$ cat src/rtl/msp430_trace_buffer_if.sv
// Trace tap and readout bus for msp430_trace_buffer.
// The rd_data width follows TRACE_TIMESTAMP_EN: 49 bits when the macro is defined, otherwise 33 bits.
interface msp430_trace_buffer_if;
`ifdef TRACE_TIMESTAMP_EN
  localparam int RD_W = 49;
`else
  localparam int RD_W = 33;
`endif

  // Handshake: decode is a one-cycle strobe, and pc/ir/irq_detect are valid in the
  // same cycle. There is no backpressure on the tap. rd_en asks for the oldest entry.
  // An accepted read returns rd_data with a one-cycle rd_valid pulse on the next cycle.
  // A read that is not accepted leaves rd_valid low and rd_data unchanged.
  logic            decode;
  logic [15:0]     pc;
  logic [15:0]     ir;
  logic            irq_detect;
  logic            rd_en;
  logic [RD_W-1:0] rd_data;
  logic            rd_valid;

  modport master (
    output decode, pc, ir, irq_detect, rd_en,
    input  rd_data, rd_valid
  );

  modport slave (
    input  decode, pc, ir, irq_detect, rd_en,
    output rd_data, rd_valid
  );
endinterface

$ cat src/rtl/msp430_trace_buffer.sv
// Circular instruction-trace buffer with a PC-match trigger and a post-trigger freeze.
// Define TRACE_TIMESTAMP_EN to add a 16-bit inter-capture delta to each entry.
module msp430_trace_buffer #(
  parameter int DEPTH_LOG2 = 4
) (
  input  logic                  mclk,
  input  logic                  puc_rst,
  msp430_trace_buffer_if.slave  tif,
  input  logic                  trc_en,
  input  logic                  trc_clr,
  input  logic                  trig_en,
  input  logic [15:0]           trig_pc,
  input  logic [DEPTH_LOG2-1:0] post_cnt,
  output logic [DEPTH_LOG2:0]   entry_cnt,
  output logic [1:0]            trc_state,
  output logic                  triggered
);

  localparam int DEPTH = 1 << DEPTH_LOG2;
`ifdef TRACE_TIMESTAMP_EN
  localparam int ENT_W = 49;
`else
  localparam int ENT_W = 33;
`endif

  localparam logic [DEPTH_LOG2-1:0] PTR_ONE  = DEPTH_LOG2'(1);
  localparam logic [DEPTH_LOG2:0]   CNT_ONE  = (DEPTH_LOG2+1)'(1);
  localparam logic [DEPTH_LOG2:0]   CNT_FULL = (DEPTH_LOG2+1)'(DEPTH);

  typedef enum logic [1:0] {
    S_IDLE   = 2'd0,
    S_ARMED  = 2'd1,
    S_POST   = 2'd2,
    S_FROZEN = 2'd3
  } state_t;

  state_t                state;
  logic [DEPTH_LOG2-1:0] wr_ptr;
  logic [DEPTH_LOG2-1:0] rd_ptr;
  logic [DEPTH_LOG2-1:0] post_ctr;
  logic [ENT_W-1:0]      mem [DEPTH];

  logic                  capture;
  logic                  trig_hit;
  logic                  rd_ok;
  logic [ENT_W-1:0]      new_entry;

  assign trc_state = state;

  assign capture  = trc_en && tif.decode && (state == S_ARMED || state == S_POST);
  assign trig_hit = tif.decode && trig_en && (tif.pc == trig_pc);

  // A read on the same edge that re-arms is refused, so re-arming discards what is left.
  assign rd_ok = tif.rd_en && (entry_cnt != '0) &&
                 (state == S_FROZEN || (state == S_IDLE && !trc_en));

`ifdef TRACE_TIMESTAMP_EN
  logic [15:0] ts;
  logic [15:0] delta;

  // delta counts cycles including the capture cycle, and it saturates at 16'hFFFF.
  assign delta     = (ts == 16'hFFFF) ? 16'hFFFF : ts + 16'd1;
  assign new_entry = {delta, tif.irq_detect, tif.pc, tif.ir};
`else
  assign new_entry = {tif.irq_detect, tif.pc, tif.ir};
`endif

  always_ff @(posedge mclk) begin
    if (!puc_rst && !trc_clr && capture) begin
      mem[wr_ptr] <= new_entry;
    end
  end

  always_ff @(posedge mclk) begin
    if (puc_rst) begin
      state        <= S_IDLE;
      wr_ptr       <= '0;
      rd_ptr       <= '0;
      entry_cnt    <= '0;
      post_ctr     <= '0;
      triggered    <= 1'b0;
      tif.rd_data  <= '0;
      tif.rd_valid <= 1'b0;
`ifdef TRACE_TIMESTAMP_EN
      ts           <= '0;
`endif
    end else if (trc_clr) begin
      state        <= S_IDLE;
      wr_ptr       <= '0;
      rd_ptr       <= '0;
      entry_cnt    <= '0;
      triggered    <= 1'b0;
      tif.rd_valid <= 1'b0;
    end else begin
      tif.rd_valid <= 1'b0;
`ifdef TRACE_TIMESTAMP_EN
      if (capture) begin
        ts <= '0;
      end else if (ts != 16'hFFFF) begin
        ts <= ts + 16'd1;
      end
`endif

      if (rd_ok) begin
        tif.rd_data  <= mem[rd_ptr];
        tif.rd_valid <= 1'b1;
        rd_ptr       <= rd_ptr + PTR_ONE;
        entry_cnt    <= entry_cnt - CNT_ONE;
      end

      // When the buffer is full, the oldest entry is dropped by moving rd_ptr with wr_ptr.
      if (capture) begin
        wr_ptr <= wr_ptr + PTR_ONE;
        if (entry_cnt != CNT_FULL) begin
          entry_cnt <= entry_cnt + CNT_ONE;
        end else begin
          rd_ptr <= rd_ptr + PTR_ONE;
        end
      end

      case (state)
        S_IDLE: begin
          if (trc_en) begin
            state     <= S_ARMED;
            wr_ptr    <= '0;
            rd_ptr    <= '0;
            entry_cnt <= '0;
            post_ctr  <= '0;
            triggered <= 1'b0;
`ifdef TRACE_TIMESTAMP_EN
            ts        <= '0;
`endif
          end
        end
        S_ARMED: begin
          if (!trc_en) begin
            state <= S_IDLE;
          end else if (capture && trig_hit) begin
            triggered <= 1'b1;
            if (post_cnt == '0) begin
              state <= S_FROZEN;
            end else begin
              state    <= S_POST;
              post_ctr <= post_cnt;
            end
          end
        end
        S_POST: begin
          if (!trc_en) begin
            state <= S_IDLE;
          end else if (capture) begin
            post_ctr <= post_ctr - PTR_ONE;
            if (post_ctr == PTR_ONE) begin
              state <= S_FROZEN;
            end
          end
        end
        S_FROZEN: begin
          if (!trc_en) begin
            state <= S_IDLE;
          end
        end
        default: state <= S_IDLE;
      endcase
    end
  end

endmodule

$ cat src/flat_wrapper.sv
// flat-port wrapper written by rule: the top's interface ports become plain ports
module msp430_trace_buffer_flat 
#(
  parameter int DEPTH_LOG2 = 4
)
  (mclk, puc_rst, trc_en, trc_clr, trig_en, trig_pc, post_cnt, entry_cnt, trc_state, triggered, tif_decode, tif_pc, tif_ir, tif_irq_detect, tif_rd_en, tif_rd_data, tif_rd_valid);
  msp430_trace_buffer_if tif_i ();
  input  logic mclk;
  input  logic puc_rst;
  input  logic trc_en;
  input  logic trc_clr;
  input  logic trig_en;
  input  logic [15:0] trig_pc;
  input  logic [DEPTH_LOG2-1:0] post_cnt;
  output logic [DEPTH_LOG2:0] entry_cnt;
  output logic [1:0] trc_state;
  output logic triggered;
  input wire logic [$bits(tif_i.decode)-1:0] tif_decode;
  input wire logic [$bits(tif_i.pc)-1:0] tif_pc;
  input wire logic [$bits(tif_i.ir)-1:0] tif_ir;
  input wire logic [$bits(tif_i.irq_detect)-1:0] tif_irq_detect;
  input wire logic [$bits(tif_i.rd_en)-1:0] tif_rd_en;
  output wire logic [$bits(tif_i.rd_data)-1:0] tif_rd_data;
  output wire logic [$bits(tif_i.rd_valid)-1:0] tif_rd_valid;
  assign tif_i.decode = tif_decode;
  assign tif_i.pc = tif_pc;
  assign tif_i.ir = tif_ir;
  assign tif_i.irq_detect = tif_irq_detect;
  assign tif_i.rd_en = tif_rd_en;
  assign tif_rd_data = tif_i.rd_data;
  assign tif_rd_valid = tif_i.rd_valid;
  msp430_trace_buffer #(.DEPTH_LOG2(DEPTH_LOG2)) u_core (.mclk(mclk), .puc_rst(puc_rst), .tif(tif_i), .trc_en(trc_en), .trc_clr(trc_clr), .trig_en(trig_en), .trig_pc(trig_pc), .post_cnt(post_cnt), .entry_cnt(entry_cnt), .trc_state(trc_state), .triggered(triggered));
endmodule
$ cat config.mk
export PLATFORM = sky130hd
export DESIGN_NAME = msp430_trace_buffer_flat
export DESIGN_NICKNAME = d
export VERILOG_FILES = /design/src/rtl/msp430_trace_buffer_if.sv /design/src/rtl/msp430_trace_buffer.sv /design/src/flat_wrapper.sv
export SDC_FILE = /design/constraint.sdc
export NUM_CORES = 1
export LEC_CHECK = 0
export BUFFER_PORTS_ARGS = -buffer_cell sky130_fd_sc_hd__buf_4
export CAP_MARGIN = 20
export CORE_MARGIN = 2
export CORE_UTILIZATION = 60
export CTS_CLUSTER_SIZE = 8
export DETAILED_ROUTE_END_ITERATION = 8
export PLACE_DENSITY = 0.85
export SYNTH_ARGS = -nofsm -noshare
export SYNTH_HDL_FRONTEND = slang
export SYNTH_SLANG_ARGS = --single-unit
$ cat constraint.sdc
create_clock -name mclk -period 4.8 [get_ports mclk]
set_input_delay 0.48 -clock mclk [delete_from_list [all_inputs] [get_ports mclk]]
set_output_delay 0.48 -clock mclk [all_outputs]
set_load 0.01 [all_outputs]
Yosys cells after proc, flatten, opt, wreduce, memory -nomap -nowiden

Memories as Yosys holds them, arrays and structs flattened. A register that Yosys moved wholly into a read port is not among the register bits.
Cells that the tools add are included.

Bits of input ports: 60
Output and inout bits: 42
Word-level logic and storage cells: 91
Register bits: 21
Memories: 1
RAM bits: 528

Mux-type cells: 36
Equal/unequal tests: 16
Bitwise logic cells: 1
Add/subtract/negate cells: 5
Reduce and logical (&&, ||, !) cells: 25

Memories:

| memory     | words | bits a word | rd ports | clocked after Yosys merged registers in | wr ports | line                      | source |
|---|---|---|---|---|---|---|---|
| u_core.mem | 16    | 33          | 1        | 1                                       | 1        | msp430_trace_buffer.sv:41 | `logic [ENT_W-1:0] mem [DEPTH];` |

Operators by type and width:

| kind                                                                | number |
|---|---|
| 4-bit 2-to-1 mux                                                    | 14 |
| 5-bit 2-to-1 mux                                                    | 5 |
| 16-bit == test                                                      | 1 |
| 2-bit 2-to-1 mux                                                    | 7 |
| 2-bit != test (second input constant)                               | 6 |
| 4-bit case mux with 3 select lines                                  | 1 |
| 1-bit logical AND                                                   | 10 |
| 4-bit by 1-bit adder with 4-bit output (second input constant)      | 2 |
| 2-bit case mux with 4 select lines                                  | 1 |
| 8-bit AND reduction                                                 | 1 |
| 1-bit 2-to-1 mux                                                    | 7 |
| 3-bit != test (second input constant)                               | 2 |
| 5-bit by 1-bit adder with 5-bit output (second input constant)      | 1 |
| 5-bit != test (second input constant)                               | 1 |
| 5-bit AND reduction                                                 | 1 |
| 5-bit nonzero test                                                  | 1 |
| 5-bit by 1-bit subtractor with 5-bit output (second input constant) | 1 |
| 2-bit == test (second input constant)                               | 2 |
| 4-bit by 1-bit == test with 1-bit output (second input constant)    | 1 |
| 4-bit zero test                                                     | 1 |
| 4-bit AND reduction                                                 | 1 |
| 4-bit by 1-bit subtractor with 4-bit output (second input constant) | 1 |
| 1-bit zero test                                                     | 3 |
| 3-bit by 2-bit != test with 1-bit output (second input constant)    | 1 |
| 10 further kinds                                                    | 11 |

Logic depth before layout (Yosys ltp)

Gate-level depths: netlist of the first run.

Word-level depth: 9
Mapped depth: 9
Depth with buffers taken out: 8

Worst setup path before layout of the first run

OpenSTA, ideal clock, no wires.

Path kind: flip-flop to flip-flop
Start point: reg u_core.state[0] (netlist: u_core.trc_state[0])
End point: mem u_core.mem[3][0] (enable)
Required time: 4,336 ps
Arrival: 3,639 ps
Period minus slack after synthesis: 4,103 ps
Buffers on the path: 0
Stages on the path, launching flop included: 7
Setup time: 464 ps
Slack: 697 ps
Cells stage by stage: dfxtp_1 -> inv_1 -> ha_1 -> nand3_1 -> nor2_1 -> nand2_1 -> nor3_1

Cells in the longest elaborated chain, start to end: 6
Elaborated cells on any way between the ends: 7
Classes of those cells: 2 x eq/ne; 2 x mux; 3 x reduce/logical

RTL lines:

| element                                                                          | line                       | source |
|---|---|---|
| start, declared                                                                  | msp430_trace_buffer.sv:37  | `state_t state;` |
| start signal, assigned                                                           | msp430_trace_buffer.sv:76  | `state <= S_IDLE;` |
| start signal, assigned                                                           | msp430_trace_buffer.sv:88  | `state <= S_IDLE;` |
| start signal, assigned                                                           | msp430_trace_buffer.sv:124 | `state <= S_ARMED;` |
| 2-bit by 1-bit == test with 1-bit output / 2-bit == test (equally long branches) | msp430_trace_buffer.sv:50  | `assign capture = trc_en && tif.decode && (state == S_ARMED \|\| state == S_POST);` |
| 1-bit logical OR (*)                                                             | msp430_trace_buffer.sv:50  |  |
| 1-bit logical AND (*)                                                            | msp430_trace_buffer.sv:50  |  |
| 1-bit logical AND (*)                                                            | msp430_trace_buffer.sv:69  | `if (!puc_rst && !trc_clr && capture) begin` |
| 1-bit 2-to-1 mux (*)                                                             | msp430_trace_buffer.sv:69  |  |
| 1-bit 2-to-1 mux (implied by the code) (*)                                       | msp430_trace_buffer.sv:70  | `mem[wr_ptr] <= new_entry;` |
| end, declared                                                                    | msp430_trace_buffer.sv:41  |  |

Every way passes the cells marked *; elsewhere a longest branch is shown, timed or not.

Worst setup path after layout of the first run

Start point: reg u_core.state[0] (netlist: u_core.trc_state[0])
End point: mem u_core.mem[15][18] (enable)

The elaborated chain is that of the path after synthesis.

==> impl_metrics.yaml, run 1 <==
outcome:
  status: "finished, final reports clean"
clock_network:
  clock-sinks: 582
  cts-htree-levels: 3
  insertion_delay_ns: 0.61
  cts_root_buf: "clkbuf_16"
  clkTransAtPathRegs_ns: 0.05
  numCtsBuffers: 82
  cts_tree: "built"
  ctsResizeCount: 0
  clockBufferDepth: 3
  cts_hold_buf: 0
  post-cts-setup-buffer-count: 0
pwr:
  clockPowerShare: 0.487
  sequentialPowerShare: 0.497
  combPwrFrac: 0.016
  p_total_w: 0.0111
  p_per_area_nw_per_um2: 420
  switchingPower_w: 0.00226
  power_leakage_nw: 8.41
  p_sw_frac: 0.203
  intPower_w: 0.00887
  ir_worst_vdd_uv: 320
layout:
  antenna_cells: 0
  final_layout_size_suffix_gt1_frac: 0.332
  fill_cells: 1918
  layout_commonest_cell: "edfxtp_1"
  fin_nets: 1252
  area_delta_synth_final_pct: 18.6
  layout_common_cells: "edfxtp_1 (528), mux4_2 (165), buf_4 (112)"
synth:
  synth_enable_flop_cells: 528
  synthFlopType: "edfxtp_1"
  synth_seq_cells: 582
  synth_nets: 1090
  synth_cell_types: 49
  ys_async_sr_fraction: 0
  netlist_instances: 1016
  syn_area_sq_um: 22300
  yosysWarningCount: 0
  yosysSeqAreaShare: 0.759
  syn_area_per_cell_sq_um: 22.0
grt:
  antenna_found_initial: 3
  grt_pass1_wl_um: 80500
  grt_overflow_total: 0
  grt_max_degree: 57
  grt_pass1_vias: 12000
  track_usage: 0.290
timing:
  setup-violations-final: 0
  rsz0062_at_grt: "no"
  period_minus_slack_ns: 2.98
  final_max_slew_viol_count: 0
  maxSlewHeadroom: 0.380
  finalCritPeriodShare: 0.621
  tns_ns: 0
  tightest_slew_ns: 0.922
  finClkSkew_ns: 0.0340
  hold_violations: 0
  max_freq_mhz: 335
place:
  place_hpwl_um: 28200
  globalplace.congestion: 0.887
  port_buffers: 101
floorplan:
  start_util: 0.610
  die_h_um: 197
  die_area_sq_um: 38800
  io_pins: 102
  die_x_um: 197
  coreArea_sq_um: 36600
  fp-row-count: 70
detailed_routing:
  vias_per_cell: 6.75
  routed_wirelength_um: 54600
  wire_per_inst_um: 31.9
  vias: 11600
  ant_nets: 0
  first_iter_violations: 1392
  firstDrtPassIters: 5
  drc_errors: 0
worst_setup_path:
  crit_type: "flop to flop"
  worstPathRequired_ns: 5.08
  critPathLaunchType: "flop"
  critPathCaptureType: "flop"
  crit_path_max_fanout: 20
  critPathArrivalTime_ns: 3.26
run:
  cap_viol_max_count: 0
hold_path:
  hp-class: "input pin to flop"
per-layer routing:
| layer | share of wire | wire [um] | GRT usage |
|---|---|---|---|
| met1 | 0.36 | 19700 | 0.383 |
| met2 | 0.53 | 28800 | 0.491 |
| met3 | 0.087 | 4740 | 0.0601 |
| met4 | 0.024 | 1320 | 0.0986 |
| met5 | 0.00073 | 40 | 0 |
final cells by class:
type | instances | area, sq um | area share
clock buffers | 146 | 2340 | 0.0885
repair buffers | 129 | 1240 | 0.0469
well taps | 468 | 586 | 0.0221
inverters | 15 | 56.3 | 0.00213
multi-input cells | 368 | 5240 | 0.198
clock inverters | 5 | 66.3 | 0.00250
flip-flops and latches | 582 | 16900 | 0.640
state kept, by name, summed over array words and instances (netlist names), 2 cells and up, named ones only:
register            count
u_core.post_ctr         4
u_core.mem            528
u_core.tif.rd_data     33
u_core.trc_state        2
u_core.entry_cnt        5
u_core.rd_ptr           4
worst paths after layout:
check | to | slack (ns) | start | cells after the start
worst min-delay path | flop | 0.18 | trc_en | 2
worst max register to register | u_core.mem[15][18] | 1.82 | u_core.trc_state[0] | 7
worst max-delay path | u_core.mem[15][18] | 1.82 | u_core.trc_state[0] | 7
worst min register to register | u_core.tif.rd_data[14] | 0.47 | u_core.tif.rd_data[14] | 1
kinds of logic after synthesis:
kind of cell / synth area share
muxes: 0.167
and+or+nand+nor: 0.0204
xor gates and xnor gates: 0.00785
adders and majority gates: 0.00785
AOI/OAI and AO/OA: 0.0260
DFF: 0.759
buffers and inverters: 0.0118
power by group through the flow:
| stage | logic, W | registers [W] | clock network (W) |
|---|---|---|---|
| global placement | 0.000154 | 0.00563 | 0 |
| detailed placement | 0.000168 | 0.00563 | 0 |
| finish | 0.000177 | 0.00553 | 0.00542 |
| CTS | 0.000174 | 0.00553 | 0.00546 |
| floorplan | 0.0000413 | 0.00563 | 0 |
| global route | 0.000188 | 0.00552 | 0.00567 |
critical path: stages (launching register included):
cell and delay (ns):
dfxtp_1 0.41, inv_1 0.11, ha_1 0.35, nand3_1 0.23, nor2_1 0.30, nand2_1 0.33
nor2_4 0.65, buf_16 0.26
cells in the mapped netlist (all sizes together) (7+ instances only):
cell    instances  area [sq um]
dfxtp          54          1080
edfxtp        528         15900
clkbuf         34           128
xor2           13           114
xnor2           7          61.3
a21oi          10          50.1
a22o           33           289
ha             14           175
mux4          165          3720
buf            17          80.1
nor2           37           139
nand2          20          75.1
inv            14          52.6
metrics by stage:
step / setup WS, ns / hold WS [ns] / area (sq um) / instances / util
final: 1.82 / 0.183 / 26500 / 1713 / 0.723
after global routing: 1.72 / 0.169 / 26500 / 1713 / 0.723
after CTS: 1.62 / 0.159 / 26400 / 1707 / 0.720
after detailed placement: 1.74 / 0.470 / 23900 / 1556 / 0.654
after global placement: 1.78 / 0.466 / 23700 / 1548 / 0.648
after floorplan: 0.697 / 0.485 / 22300 / 1016 / -
No activity file was read; power rests on OpenSTA's default activity.
==> run 2: changes to the inputs <==
Settings changed: CORE_UTILIZATION 60 to 55, PLACE_DENSITY 0.85 to 0.82.
Clock period 4.8 ns to 2.7 ns, I/O delays scaled along.
==> run 2 against run 1 <==
Via count increased by 2.9%. Largest power group unchanged. Clock-buffer cell count increased by 3. Critical path depth increased by 1. Highest routed layer is now met4.
==> impl_metrics.yaml, run 2 (synthesized netlist as in run 1, its figures left out) <==
layout:
  fill_cells: 2268
  stdcell_count: 1825
  final_area_sq_um: 27100
  reg_top3: "u_core.mem: 528 flops, u_core.tif.rd_data: 33 flops, u_core.entry_cnt: 5 flops"
  regMostFlops: "u_core.mem"
  layout_common_cells: "edfxtp_1 (528), mux4_2 (165), buf_4 (122)"
  layout_commonest_cell: "edfxtp_1"
  fin_nets: 1305
  final_layout_size_suffix_gt1_frac: 0.332
  largest_reg_flops: 528
  area_delta_synth_final_pct: 21.4
grt:
  antenna_found_initial: 1
  grt_max_degree: 45
  grt_overflow_total: 0
  grt_pass1_wl_um: 82400
  track_usage: 0.277
  grt_pass1_vias: 12400
detailed_routing:
  wire_per_inst_um: 30.7
  vias_per_cell: 6.52
  ant_nets: 0
  routed_wirelength_um: 56100
  firstDrtPassIters: 7
  vias: 11900
  drc_errors: 0
  first_iter_violations: 1424
place:
  place_area_sq_um: 24300
  globalplace.congestion: 0.861
  place_inst: 1637
  place_ws_ns: 0.0512
  port_buffers: 101
  place_hpwl_um: 26800
timing:
  rsz0062_at_grt: "no"
  final_max_slew_viol_count: 0
  max_freq_mhz: 382
  tightest_slew_ns: 0.835
  finalCritPeriodShare: 0.969
  finClkSkew_ns: 0.0163
  period_minus_slack_ns: 2.62
  maxSlewHeadroom: 0.437
  hold_violations: 0
  setup-violations-final: 0
  tns_ns: 0
  fin_ws_ns: 0.0835
clock_network:
  cts_root_buf: "clkbuf_16"
  insertion_delay_ns: 0.60
  cts-htree-levels: 3
  cts_tree: "built"
  post-cts-setup-buffer-count: 0
  numCtsBuffers: 82
  clkTransAtPathRegs_ns: 0.05
  clock-sinks: 582
  clockBufferDepth: 3
pwr:
  ir_worst_vdd_uv: 535
  power_leakage_nw: 8.62
  p_per_area_nw_per_um2: 729
floorplan:
  start_util: 0.559
  die_h_um: 205
  coreArea_sq_um: 39900
  fp-row-count: 73
  io_pins: 102
  die_area_sq_um: 42200
  die_x_um: 205
worst_setup_path:
  crit_path_max_fanout: 17
  crit_type: "input pin to flop"
  worstPathRequired_ns: 3.22
  critPathLaunchType: "input pin"
  critPathCaptureType: "flop"
  critPathArrivalTime_ns: 3.14
outcome:
  status: "finished, final reports clean"
run:
  cap_viol_max_count: 0
hold_path:
  hp-class: "input pin to flop"
==> run 2: layout make-up <==
cell class,count,area (sq um),share of cell area
antenna,2,5.00,0.000185
multi-input combinational,368,5290,0.195
clock buffer,149,2370,0.0873
clock inverter,2,17.5,0.000646
tap,525,657,0.0242
timing repair buffer,182,1770,0.0652
inverter,15,56.3,0.00208
sequential,582,16900,0.625
==> run 2: per-stage QoR <==
stage | hold WS, ns | total power (W) | util
final | 0.0423 | 0.0197 | 0.679
after global routing | 0.0269 | 0.0202 | 0.679
after CTS | 0.00564 | 0.0198 | 0.678
after detailed placement | 0.468 | 0.0103 | 0.610
after global placement | 0.463 | 0.0103 | 0.610
after floorplan | 0.369 | 0.0101 | -
==> run 2: worst max-delay path: stages <==
cell           delay (ns)
dlygate4sd3_1        0.55
buf_4                0.21
xnor2_2              0.26
nand4_1              0.27
or4_4                0.59
o32a_4               0.35
or4_1                0.53
o21ai_0              0.09
==> run 2: routing by layer <==
| metal | track usage | share of wire | vias up | wire length, um |
|---|---|---|---|---|
| li1 | - | - | 4731 | - |
| met5 | 0 | 0 | - | 0 |
| met1 | 0.372 | 0.37 | 6164 | 20600 |
| met4 | 0.122 | 0.032 | 0 | 1780 |
| met2 | 0.448 | 0.51 | 861 | 28400 |
| met3 | 0.0542 | 0.096 | 140 | 5390 |
==> run 2: worst paths after layout <==
| check | startpoint | endpoint | slack, ns | cells past startpoint |
|---|---|---|---|---|
| hold reg to reg | u_core.tif.rd_data[10] | u_core.tif.rd_data[10] | 0.48 | 1 |
| setup reg to reg | u_core.trc_state[1] | u_core.post_ctr[2] | 0.10 | 8 |
| setup / recovery | tif_pc[2] | u_core.post_ctr[2] | 0.08 | 8 |
| hold / removal | tif_pc[13] | u_core.mem[15][29] | 0.04 | 1 |
==> run 2: power by group <==
| group | internal, W | switching [W] | total, W |
|---|---|---|---|
| logic | 0.000140 | 0.000219 | 0.000360 |
| clock network | 0.00585 | 0.00370 | 0.00956 |
| registers | 0.00983 | 0.00000228 | 0.00983 |
==> run 2: repair_timing <==
item | CTS | global route
hold endpoints to repair | 516 | 0
resized for setup | 0 | 3
setup endpoints to repair | 0 | 3
hold buffers | 35 | 0
==> run 3: changes to the inputs <==
Settings changed: CORE_UTILIZATION 55 to 40, PLACE_DENSITY 0.82 to 0.65.
==> run 3 against run 2 <==
Total power down 0.33%. Worst hold slack better by 0.030 ns. Non-clock buffer count up 5. Die area up 37%. Sequential share of layout area down 0.82 points. Sequential power about the same. Critical path type is now flop to flop. Largest power group unchanged.
==> impl_metrics.yaml, run 3 (synthesized netlist as in run 1, its figures left out) <==
worst_setup_path:
  worstPathRequired_ns: 3.21
  critPathArrivalTime_ns: 3.10
  critPathLaunchType: "flop"
  crit_path_max_fanout: 4
  crit_type: "flop to flop"
  critPathCaptureType: "flop"
clock_network:
  clock-sinks: 582
  clockBufferDepth: 3
  cts_root_buf: "clkbuf_16"
  cts_tree: "built"
  insertion_delay_ns: 0.61
  clkTransAtPathRegs_ns: 0.06
  ctsResizeCount: 0
  numCtsBuffers: 82
  cts-htree-levels: 3
floorplan:
  die_x_um: 240
  coreArea_sq_um: 55100
  io_pins: 102
  die_h_um: 240
  die_area_sq_um: 57700
  start_util: 0.405
  fp-row-count: 86
detailed_routing:
  ant_nets: 0
  firstDrtPassIters: 7
  routed_wirelength_um: 52100
  vias: 11200
  first_iter_violations: 1088
  vias_per_cell: 5.43
  drc_errors: 0
  wire_per_inst_um: 25.4
timing:
  setup-violations-final: 0
  finalCritPeriodShare: 0.957
  finClkSkew_ns: 0.0200
  hold_violations: 0
  period_minus_slack_ns: 2.58
  max_freq_mhz: 387
  final_max_slew_viol_count: 0
  tightest_slew_ns: 0.787
  maxSlewHeadroom: 0.470
  rsz0062_at_grt: "no"
grt:
  grt_overflow_total: 0
  grt_pass1_wl_um: 77600
  grt_max_degree: 44
  track_usage: 0.187
  grt_pass1_vias: 12000
  antenna_found_initial: 1
pwr:
  ir_worst_vdd_uv: 435
  p_per_area_nw_per_um2: 717
  power_leakage_nw: 8.66
hold_path:
  hp-class: "input pin to flop"
layout:
  layout_common_cells: "edfxtp_1 (528), mux4_2 (165), buf_4 (124)"
  largest_reg_flops: 528
  regMostFlops: "u_core.mem"
  final_layout_size_suffix_gt1_frac: 0.334
  stdcell_count: 2053
  reg_top3: "u_core.mem: 528 flops, u_core.tif.rd_data: 33 flops, u_core.entry_cnt: 5 flops"
  area_delta_synth_final_pct: 23.0
  antenna_cells: 0
  final_core_util: 0.498
  layout_commonest_cell: "edfxtp_1"
  fin_nets: 1310
place:
  place_hpwl_um: 26800
  place_inst: 1866
  port_buffers: 101
  globalplace.congestion: 0.755
outcome:
  status: "finished, final reports clean"
run:
  cap_viol_max_count: 0
## run 3: path summary, 6_finish.rpt
| check | from | to | slack, ns | cells after the start |
|---|---|---|---|---|
| setup / recovery | u_core.trc_state[1] | u_core.post_ctr[1] | 0.12 | 8 |
| hold / removal | tif_pc[2] | u_core.mem[0][18] | 0.07 | 2 |
| hold reg to reg | u_core.tif.rd_data[11] | u_core.tif.rd_data[11] | 0.48 | 1 |
| setup reg to reg | u_core.trc_state[1] | u_core.post_ctr[1] | 0.12 | 8 |
## run 3: where the power goes
| group | internal [W] | switching (W) | leakage [nW] | total [W] |
|---|---|---|---|---|
| Sequential | 0.00983 | 0.00000185 | 5.18 | 0.00983 |
| Clock | 0.00582 | 0.00367 | 1.14 | 0.00949 |
| Combinational | 0.000143 | 0.000218 | 2.34 | 0.000361 |
## run 3: per-stage QoR
| stage | instance area [sq um] | hold slack [ns] | setup TNS [ns] | worst slack [ns] | total power [W] |
|---|---|---|---|---|---|
| detailed placement | 24700 | 0.466 | 0 | 0.0879 | 0.0103 |
| CTS | 27500 | 0.0480 | 0 | 0.125 | 0.0198 |
| floorplan | 22300 | 0.369 | -222.86 | -0.520 | 0.0101 |
| global placement | 24700 | 0.467 | 0 | 0.142 | 0.0103 |
| global route | 27500 | 0.0801 | 0 | 0.0127 | 0.0202 |
| finish | 27500 | 0.0725 | 0 | 0.116 | 0.0197 |
## run 3: area by class of cell
cell class | instances | area, sq um
fillers | 4455 | 27600
flip-flops and latches | 582 | 16900
multi-input cells | 368 | 5270
clock buffers | 147 | 2340
repair buffers | 187 | 1850
well taps | 748 | 936
clock inverters | 6 | 66.3
inverters | 15 | 56.3
## run 3: worst max-delay path, cell delays in order, from the launching register on
cell	delay, ns
dfxtp_1	0.33
inv_1	0.09
ha_1	0.34
and3_1	0.19
nand2_1	0.05
or4_4	0.54
o32a_4	0.34
or4_1	0.52
o31ai_1	0.10
## run 3: timing repair
action,4_1_cts,5_1_grt
endpoints found under the hold margin,499,0
setup endpoints to repair,0,0
hold buffers,34,0
setup buffers,0,0
## run 3: layer usage
| metal | GRT usage | part of all wire | vias to the layer above |
|---|---|---|---|
| li1 | - | - | 4741 |
| met1 | 0.259 | 0.42 | 5923 |
| met2 | 0.300 | 0.50 | 426 |
| met3 | 0.0379 | 0.073 | 64 |
| met4 | 0.0561 | 0.016 | 2 |
| met5 | 0 | 0.00025 | - |
